`config.mk`:
```
export PLATFORM = sky130hd
export DESIGN_NAME = cpu_boot_ctrl_flat
export DESIGN_NICKNAME = d
export VERILOG_FILES = /design/src/rtl/cpu_boot_ctrl_if.sv /design/src/rtl/cpu_boot_ctrl.sv /design/src/flat_wrapper.sv
export SDC_FILE = /design/constraint.sdc
export NUM_CORES = 1
export LEC_CHECK = 0
export CORE_ASPECT_RATIO = 0.7
export CORE_MARGIN = 5
export CORE_UTILIZATION = 40
export CTS_CLUSTER_SIZE = 10
export DETAILED_ROUTE_END_ITERATION = 16
export GPL_ROUTABILITY_DRIVEN = 0
export PLACE_DENSITY = 0.67
export SYNTH_ARGS = -nofsm -noshare
export SYNTH_HDL_FRONTEND = slang
export SYNTH_SLANG_ARGS = --single-unit
```
`constraint.sdc`:
```
create_clock -name clk -period 5.9 [get_ports clk]
set_input_delay 1.18 -clock clk [delete_from_list [all_inputs] [get_ports clk]]
set_output_delay 1.18 -clock clk [all_outputs]
set_load 0.01 [all_outputs]
```
`src/rtl/cpu_boot_ctrl_if.sv`:
```
// Host command channel for cpu_boot_ctrl.
//   host_valid : command present (host -> controller)
//   host_ready : controller accepts a command this cycle (controller -> host)
//   host_cmd   : 00 WRITE, 01 RUN, 10 HALT, 11 CLEAR
//   host_addr  : WRITE address
//   host_data  : WRITE data; low CNT_W bits are the RUN cycle budget
interface cpu_boot_ctrl_if #(
  parameter int unsigned ADDR_W = 11,
  parameter int unsigned DATA_W = 32
);
  logic              host_valid;
  logic              host_ready;
  logic [1:0]        host_cmd;
  logic [ADDR_W-1:0] host_addr;
  logic [DATA_W-1:0] host_data;

  modport master (output host_valid, host_cmd, host_addr, host_data, input host_ready);
  modport slave  (input host_valid, host_cmd, host_addr, host_data, output host_ready);
endinterface

```
`src/rtl/cpu_boot_ctrl.sv`:
```
// Boot and run sequencer: loads instruction memory from a host command
// stream, clears it, and enables the CPU for budgeted or free runs.
// Instruction memory is never written while the CPU is enabled.
//   clk, reset    : clock, asynchronous active-high reset
//   host          : command channel (slave side)
//   w_enable      : instruction memory write strobe
//   w_adrs        : write address
//   w_instruction : write data
//   cpu_en        : CPU enable
//   busy          : high while clearing or running
//   done          : one-cycle pulse on run end or clear completion
//   err           : one-cycle pulse on a command rejected during a run
module cpu_boot_ctrl #(
  parameter int unsigned ADDR_W = 11,
  parameter int unsigned DATA_W = 32,
  parameter int unsigned CNT_W  = 16
) (
  input  logic              clk,
  input  logic              reset,
  cpu_boot_ctrl_if.slave    host,
  output logic              w_enable,
  output logic [ADDR_W-1:0] w_adrs,
  output logic [DATA_W-1:0] w_instruction,
  output logic              cpu_en,
  output logic              busy,
  output logic              done,
  output logic              err
);

  // One extra bit so the sweep counter can express "all addresses written".
  localparam int unsigned CLR_W = ADDR_W + 1;

  typedef enum logic [1:0] {S_IDLE, S_CLEAR, S_RUN} state_t;
  typedef enum logic [1:0] {
    CMD_WRITE = 2'b00,
    CMD_RUN   = 2'b01,
    CMD_HALT  = 2'b10,
    CMD_CLEAR = 2'b11
  } cmd_t;

  state_t           state;
  logic [CNT_W-1:0] run_cnt;
  logic [CLR_W-1:0] clr_cnt;
  logic             accept;
  cmd_t             cmd;

  assign accept = host.host_valid && host.host_ready;
  assign cmd    = cmd_t'(host.host_cmd);

  // Sequencer with all outputs registered.
  always_ff @(posedge clk or posedge reset) begin
    if (reset) begin
      state           <= S_IDLE;
      run_cnt         <= '0;
      clr_cnt         <= '0;
      w_enable        <= 1'b0;
      w_adrs          <= '0;
      w_instruction   <= '0;
      cpu_en          <= 1'b0;
      busy            <= 1'b0;
      done            <= 1'b0;
      err             <= 1'b0;
      host.host_ready <= 1'b0;
    end else begin
      w_enable <= 1'b0;
      done     <= 1'b0;
      err      <= 1'b0;
      case (state)
        S_IDLE: begin
          host.host_ready <= 1'b1;
          if (accept) begin
            case (cmd)
              CMD_WRITE: begin
                w_enable      <= 1'b1;
                w_adrs        <= host.host_addr;
                w_instruction <= host.host_data;
              end
              CMD_CLEAR: begin
                state           <= S_CLEAR;
                clr_cnt         <= '0;
                busy            <= 1'b1;
                host.host_ready <= 1'b0;
              end
              CMD_RUN: begin
                state   <= S_RUN;
                run_cnt <= host.host_data[CNT_W-1:0];
                cpu_en  <= 1'b1;
                busy    <= 1'b1;
              end
              CMD_HALT: ;
            endcase
          end
        end

        // One zero write per cycle; the cycle after the last address ends the sweep.
        S_CLEAR: begin
          if (clr_cnt[ADDR_W]) begin
            state           <= S_IDLE;
            done            <= 1'b1;
            busy            <= 1'b0;
            host.host_ready <= 1'b1;
          end else begin
            w_enable      <= 1'b1;
            w_adrs        <= clr_cnt[ADDR_W-1:0];
            w_instruction <= '0;
            clr_cnt       <= clr_cnt + CLR_W'(1);
          end
        end

        // A zero budget never decrements, so it runs until HALT without wrapping.
        S_RUN: begin
          if (accept && cmd != CMD_HALT) err <= 1'b1;
          if ((accept && cmd == CMD_HALT) || run_cnt == CNT_W'(1)) begin
            state  <= S_IDLE;
            cpu_en <= 1'b0;
            busy   <= 1'b0;
            done   <= 1'b1;
          end else if (run_cnt != '0) begin
            run_cnt <= run_cnt - CNT_W'(1);
          end
        end

        default: state <= S_IDLE;
      endcase
    end
  end

endmodule

```
`src/flat_wrapper.sv`:
```
// flat-port wrapper written by rule: the top's interface ports become plain ports
module cpu_boot_ctrl_flat 
#(
  parameter int unsigned ADDR_W = 11,
  parameter int unsigned DATA_W = 32,
  parameter int unsigned CNT_W  = 16
)
  (clk, reset, w_enable, w_adrs, w_instruction, cpu_en, busy, done, err, host_host_valid, host_host_cmd, host_host_addr, host_host_data, host_host_ready);
  cpu_boot_ctrl_if #(.ADDR_W(ADDR_W), .DATA_W(DATA_W)) host_i ();
  input  logic clk;
  input  logic reset;
  output logic w_enable;
  output logic [ADDR_W-1:0] w_adrs;
  output logic [DATA_W-1:0] w_instruction;
  output logic cpu_en;
  output logic busy;
  output logic done;
  output logic err;
  input wire logic [$bits(host_i.host_valid)-1:0] host_host_valid;
  input wire logic [$bits(host_i.host_cmd)-1:0] host_host_cmd;
  input wire logic [$bits(host_i.host_addr)-1:0] host_host_addr;
  input wire logic [$bits(host_i.host_data)-1:0] host_host_data;
  output wire logic [$bits(host_i.host_ready)-1:0] host_host_ready;
  assign host_i.host_valid = host_host_valid;
  assign host_i.host_cmd = host_host_cmd;
  assign host_i.host_addr = host_host_addr;
  assign host_i.host_data = host_host_data;
  assign host_host_ready = host_i.host_ready;
  cpu_boot_ctrl #(.ADDR_W(ADDR_W), .DATA_W(DATA_W), .CNT_W(CNT_W)) u_core (.clk(clk), .reset(reset), .host(host_i), .w_enable(w_enable), .w_adrs(w_adrs), .w_instruction(w_instruction), .cpu_en(cpu_en), .busy(busy), .done(done), .err(err));
endmodule
```
==> results.yml, run 1 <==
worst_hold_path:
  min_from: "u_core.w_adrs[7]"
  hp-class: "reg -> reg"
  whs_path_depth: 2
  min_to: "u_core.w_adrs[7]"
synthesis:
  syn_area_mm2: 0.003970
  synth.distinct_cells: 59
  syn_area_per_cell_um2: 10.53
  ys.flop_type: "dfrtp_1"
  syn-num-nets: 432
  ys_warn_count: 0
  async_reset_ff_frac: 1.000
  synth_top_cells_by_area: "dfrtp_1 (50%), a22o_1 (7.1%), mux2i_1 (3.5%)"
  synth-edff-count: 0
  synth_top_area_cell: "dfrtp_1"
  ys_ff_latch: 79
  yosysSeqAreaShare: 0.4980
  synthCells: 377
  yosysTopAreaCellShare: 0.4980
floorplanning:
  fp.dieH_um: 93.35
  start_util: 0.4099
  die_w_um: 129.1
  dieArea_mm2: 0.01205
  io_pins: 97
  rows: 30
  core-area_mm2: 0.009684
critical_path:
  cp_data_required_time_ns: 6.11
  cp_data_arrival_time_ns: 3.64
  critPathTopFamily: "compound AO/OA/AOI/OAI gates"
  slowest_stage: "a2bb2oi_2"
  crit_chain: "clkdlybuf4s50_1, and4b_1, o21ai_1, a2bb2oi_2, a21oi_1, or3_1"
  critPathBufInv: 1
  path_max_fanout: 22
  reg2reg_slack_ns: 2.95
  worst_r2r_endpoint: "u_core.w_instruction[27]"
  reg2reg_from: "u_core.state[1]"
  rr_worst_depth: 6
  cp-end-kind: "register"
  critPathKind: "in -> reg"
  startpoint_type: "input port"
  critPathMaxStageDelay_ns: 0.80
global_route:
  antenna_found_initial: 0
  grt_max_degree: 80
  grt_pass1_vias: 3186
  overflow: 0
  grtUsageTotal: 0.1745
  grt_pass1_wl_um: 16740
placement:
  port-buffer-count: 96
  dpl.hpwl_um: 7320
  place_area_mm2: 0.004989
  preCtsSetupSlack_ns: 2.183
route:
  route.detailed.drc: 0
  drt_iter0_drc: 283
  via_per_inst: 5.435
  drt_first_pass_iters: 4
  wl_um: 10450
  route.vias.total: 3234
  ant_nets: 0
  wl_per_cell_um: 17.56
layout:
  postLayoutCellArea_mm2: 0.005311
  final_common_cell: "clkdlybuf4s50_1"
  final_cell_mix: "clkdlybuf4s50_1 (96), dfrtp_1 (79), nand2_1 (36)"
  n_antenna_cell: 0
  final_core_util: 0.5485
  fin_nets: 517
  area_delta_synth_final_pct: 33.78
  drive_above_1_share: 0.08994
clock_network:
  ctsResizeCount: 0
  postCtsSetupBuffers: 0
  clk_pin_slew_ns: 0.06
  cts.sinks: 79
  worstSkewPairLatency_ns: 0.33
  htreeDepth: 3
  root_buffer: "clkbuf_16"
  cts_tree: "done"
  cts-buffers-inserted: 9
  hold_buffers: 0
  cts.path.max_buffers: 2
sta:
  fin_ws_ns: 2.466
  slew_headroom: 0.2290
  setup_viol: 0
  period_needed_ns: 3.435
  rsz0062_at_grt: "no"
  worstMarginPinSlew_ns: 1.150
  slew_violations: 0
  fin_crit_sh: 0.5821
  hold_violations: 0
  skew_ns: 0.006374
  timing.setup.tns_ns: 0
  fmax_mhz: 291.2
run_status:
  outcome: "completed"
power_and_ir_drop:
  p_leak_nw: 2.213
  peakVddDrop_mv: 0.1724
  power_density_mw_per_mm2: 490.5
flow_run:
  cap_viol_max_count: 0
cells in the mapped netlist (2+ instances only):
| cell type | n |
|---|---|
| buf_2 | 12 |
| a221oi_1 | 3 |
| nor4_1 | 8 |
| or3_1 | 2 |
| o31ai_1 | 3 |
| xnor2_1 | 9 |
| mux2i_1 | 14 |
| o21ai_1 | 2 |
| a211oi_1 | 3 |
| and2_1 | 2 |
| dfrtp_1 | 79 |
| buf_6 | 3 |
| a21oi_1 | 8 |
| ha_1 | 7 |
| nor2_1 | 25 |
| o2bb2ai_1 | 3 |
| nand2b_1 | 2 |
| nor4b_1 | 3 |
| o21ai_0 | 22 |
| nand4_1 | 4 |
| o31ai_2 | 2 |
| mux2_2 | 3 |
| and4_1 | 2 |
| a22o_1 | 32 |
| nor3b_1 | 2 |
| or4_1 | 2 |
| clkbuf_1 | 10 |
| a32o_1 | 2 |
| a21o_1 | 2 |
| nor3_1 | 9 |
| a211oi_2 | 2 |
| nand3_1 | 11 |
| nor2b_1 | 4 |
| nand4_2 | 2 |
| nand2_1 | 37 |
| inv_1 | 13 |
| o22ai_1 | 3 |
| and3_1 | 2 |
| a31oi_1 | 3 |
flip-flops by register name, summed over array words and instances (netlist names):
signal and flops:
u_core.err 1, u_core.w_instruction 32, u_core.w_adrs 11, u_core.busy 1, u_core.clr_cnt 12, u_core.w_enable 1, u_core.done 1, u_core.host.host_ready 1
u_core.state 2, u_core.run_cnt 16, u_core.cpu_en 1
metrics by stage:
stage          power [mW]  hold slack [ns]  cells
5_1_grt             2.760           0.5098    595
4_1_cts             2.627           0.4866    595
3_3_place_gp        1.992           0.4617    579
6_report            2.605           0.4753    595
3_5_place_dp        2.019           0.4722    579
2_1_floorplan       1.561           0.4883    377
tightest hold or removal path, stage by stage (launching register included):
cell and delay [ns]:
dfrtp_1 0.34, nand2_1 0.04, o21ai_0 0.05
routing by layer:
layer	vias up	wire [µm]	GRT usage
met5	-	0	0
met1	1569	5217	0.2607
met3	15	473	0.03824
li1	1560	-	-
met2	90	4630	0.2522
met4	0	128	0.05157
power breakdown:
part	internal, mW	total, mW	switching (mW)	leakage, nW
combinational	0.550	1.09	0.539	1.03
sequential	0.749	0.922	0.173	1.03
clock	0.373	0.594	0.221	0.153
total	1.67	2.61	0.933	2.21
worst max path at each step:
stage / end / startpoint / cells past startpoint / slack [ns]
2_1_floorplan: u_core.busy / reset / 1 / 2.70
3_3_place_gp: u_core.run_cnt[13] / host_host_cmd[1] / 6 / 2.25
3_5_place_dp: u_core.run_cnt[13] / host_host_cmd[1] / 6 / 2.18
4_1_cts: u_core.run_cnt[13] / host_host_cmd[1] / 6 / 2.53
5_1_grt: u_core.run_cnt[13] / host_host_cmd[1] / 6 / 2.35
6_report: u_core.run_cnt[13] / host_host_cmd[1] / 6 / 2.47
logic make-up after synthesis:
family                   synth area share
AO/OA/AOI/OAI                      0.1995
AND/OR/NAND/NOR                    0.1695
XOR/XNOR                          0.01986
multiplexers                      0.04381
buffers and inverters             0.04728
flip-flops                         0.4980
adder cells (fa/ha/maj)           0.02206
area by class of cell:
type / count / area (µm²)
fill: 828 / 4373
multi-input combinational: 259 / 1810
sequential: 79 / 1977
inverter: 13 / 50.05
clock inverter: 6 / 93.84
timing repair buffer: 100 / 991.0
clock buffer: 10 / 229.0
tap: 128 / 160.2
(Power assumes the default switching activity.)
==> inputs of run 2 (changes only) <==
--- a/config.mk
+++ b/config.mk
@@ -11,7 +11,7 @@
 export CTS_CLUSTER_SIZE = 10
 export DETAILED_ROUTE_END_ITERATION = 16
 export GPL_ROUTABILITY_DRIVEN = 0
-export PLACE_DENSITY = 0.67
+export PLACE_DENSITY = 0.69
 export SYNTH_ARGS = -nofsm -noshare
 export SYNTH_HDL_FRONTEND = slang
 export SYNTH_SLANG_ARGS = --single-unit
==> constraint.sdc (replaced) <==
create_clock -name clk -period 3 [get_ports clk]
set_input_delay 0.6 -clock clk [delete_from_list [all_inputs] [get_ports clk]]
set_output_delay 0.6 -clock clk [all_outputs]
set_load 0.01 [all_outputs]
==> run 2 against run 1 <==
Effect of this change:
- hold slack improved by 0.0074 ns
- core utilization increased by 0.66 points
- critical path depth unchanged
- via count increased by 1.5%
- count of clock-buffer cells in the layout unchanged
- global-route usage increased by 0.21 points
- cell count increased by 1.2%
- final area increased by 1.2%
- flip-flop and latch count unchanged
- largest cell class unchanged
==> results.yml, run 2 (synthesized netlist as in run 1, its figures left out) <==
layout:
  fill_cells: 824
  final_common_cell: "clkdlybuf4s50_1"
  n_antenna_cell: 0
  regMostFlops: "u_core.w_instruction"
  area_delta_synth_final_pct: 35.39
  drive_above_1_share: 0.1034
  fin_nets: 524
  largest_register_ffs: 32
  final_cell_mix: "clkdlybuf4s50_1 (96), dfrtp_1 (79), nand2_1 (36)"
  largest_registers: "u_core.w_instruction x32, u_core.run_cnt x16, u_core.clr_cnt x12"
clock_network:
  cts.path.max_buffers: 2
  postCtsSetupBuffers: 0
  cts-buffers-inserted: 9
  hold_buffers: 0
  worstSkewPairLatency_ns: 0.33
  htreeDepth: 3
  cts.sinks: 79
  cts_tree: "done"
  root_buffer: "clkbuf_16"
  ctsResizeCount: 0
  clk_pin_slew_ns: 0.06
sta:
  fin_crit_sh: 0.7824
  skew_ns: 0.007626
  slew_violations: 0
  setup_viol: 0
  hold_violations: 0
  timing.setup.tns_ns: 0
  period_needed_ns: 2.347
  worstMarginPinSlew_ns: 0.4686
  slew_headroom: 0.6868
  rsz0062_at_grt: "no"
  fmax_mhz: 426.0
power_and_ir_drop:
  peakVddDrop_mv: 0.3526
  power_mw: 5.169
  power_density_mw_per_mm2: 961.7
  p_leak_nw: 2.249
floorplanning:
  fp.dieH_um: 93.35
  start_util: 0.4099
  dieArea_mm2: 0.01205
  rows: 30
  die_w_um: 129.1
  core-area_mm2: 0.009684
  io_pins: 97
critical_path:
  path_max_fanout: 9
  cp_data_required_time_ns: 3.20
  cp-end-kind: "register"
  cp_data_arrival_time_ns: 2.55
  startpoint_type: "input port"
  critPathKind: "in -> reg"
route:
  route.vias.total: 3282
  wl_per_cell_um: 17.22
  route.detailed.drc: 0
  via_per_inst: 5.452
  drt_first_pass_iters: 6
  wl_um: 10370
  ant_nets: 0
  drt_iter0_drc: 247
global_route:
  grt_max_degree: 80
  antenna_found_initial: 0
  grtUsageTotal: 0.1766
  grt_pass1_vias: 3223
  grt_pass1_wl_um: 17080
  overflow: 0
placement:
  port-buffer-count: 96
  dpl.hpwl_um: 7498
flow_run:
  cap_viol_max_count: 0
worst_hold_path:
  hp-class: "reg -> reg"
run_status:
  outcome: "completed"
run 2: cell types whose count changed in the layout (fill, tap and decap cells not counted):
cell,before,now
buf_12,0,1
clkinvlp_4,1,2
buf_4,4,10
inv_6,1,2
clkinv_4,2,0
run 2: worst max-delay path, cell delays in order:
cell and delay (ns):
clkdlybuf4s50_1 0.65, nand4_2 0.18, or3_1 0.54, nand2_1 0.16, o21ai_0 0.08, or3_1 0.34
run 2: layout make-up:
cell class,instances,area (µm²),share of cell area
Clock buffer,10,229.0,0.04260
Clock inverter,6,92.59,0.01723
Inverter,13,50.05,0.009311
Multi-Input combinational cell,259,1810,0.3368
Sequential cell,79,1977,0.3678
Tap cell,128,160.2,0.02980
Timing Repair Buffer,107,1056,0.1965
run 2: final timing paths:
path                       slack (ns)        startpoint  cells after the start                 end
setup / recovery                 0.65  host_host_cmd[0]                      6  u_core.run_cnt[13]
hold / removal                   0.48  u_core.w_adrs[2]                      2    u_core.w_adrs[2]
setup reg to reg                 0.66   u_core.state[0]                      9  u_core.run_cnt[15]
hold reg to reg                  0.48  u_core.w_adrs[2]                      2    u_core.w_adrs[2]
max in group asynchronous        1.98             reset                      3   u_core.clr_cnt[3]
min in group asynchronous        0.67             reset                      3    u_core.w_adrs[6]
run 2: where the power goes:
part | switching, mW | internal [mW]
combinational | 1.07 | 1.12
clock | 0.435 | 0.735
sequential | 0.342 | 1.47
run 2: layer usage:
metal,global-route usage,share of wire,vias to the layer above
li1,-,-,1580
met5,0,0,-
met3,0.03311,0.046,15
met2,0.2647,0.46,95
met1,0.2580,0.48,1592
met4,0.05507,0.017,0
run 2: through the flow:
stage	hold slack, ns	setup slack [ns]	std cells	instance area (µm²)	util
CTS	0.4875	0.6763	602	5375	0.5550
finish	0.4827	0.6527	602	5375	0.5550
floorplan	0.4883	0.3766	377	3970	-
detailed placement	0.4730	0.3198	586	5054	0.5218
global placement	0.4610	0.4119	586	5054	0.5218
global route	0.5214	0.4817	602	5375	0.5550
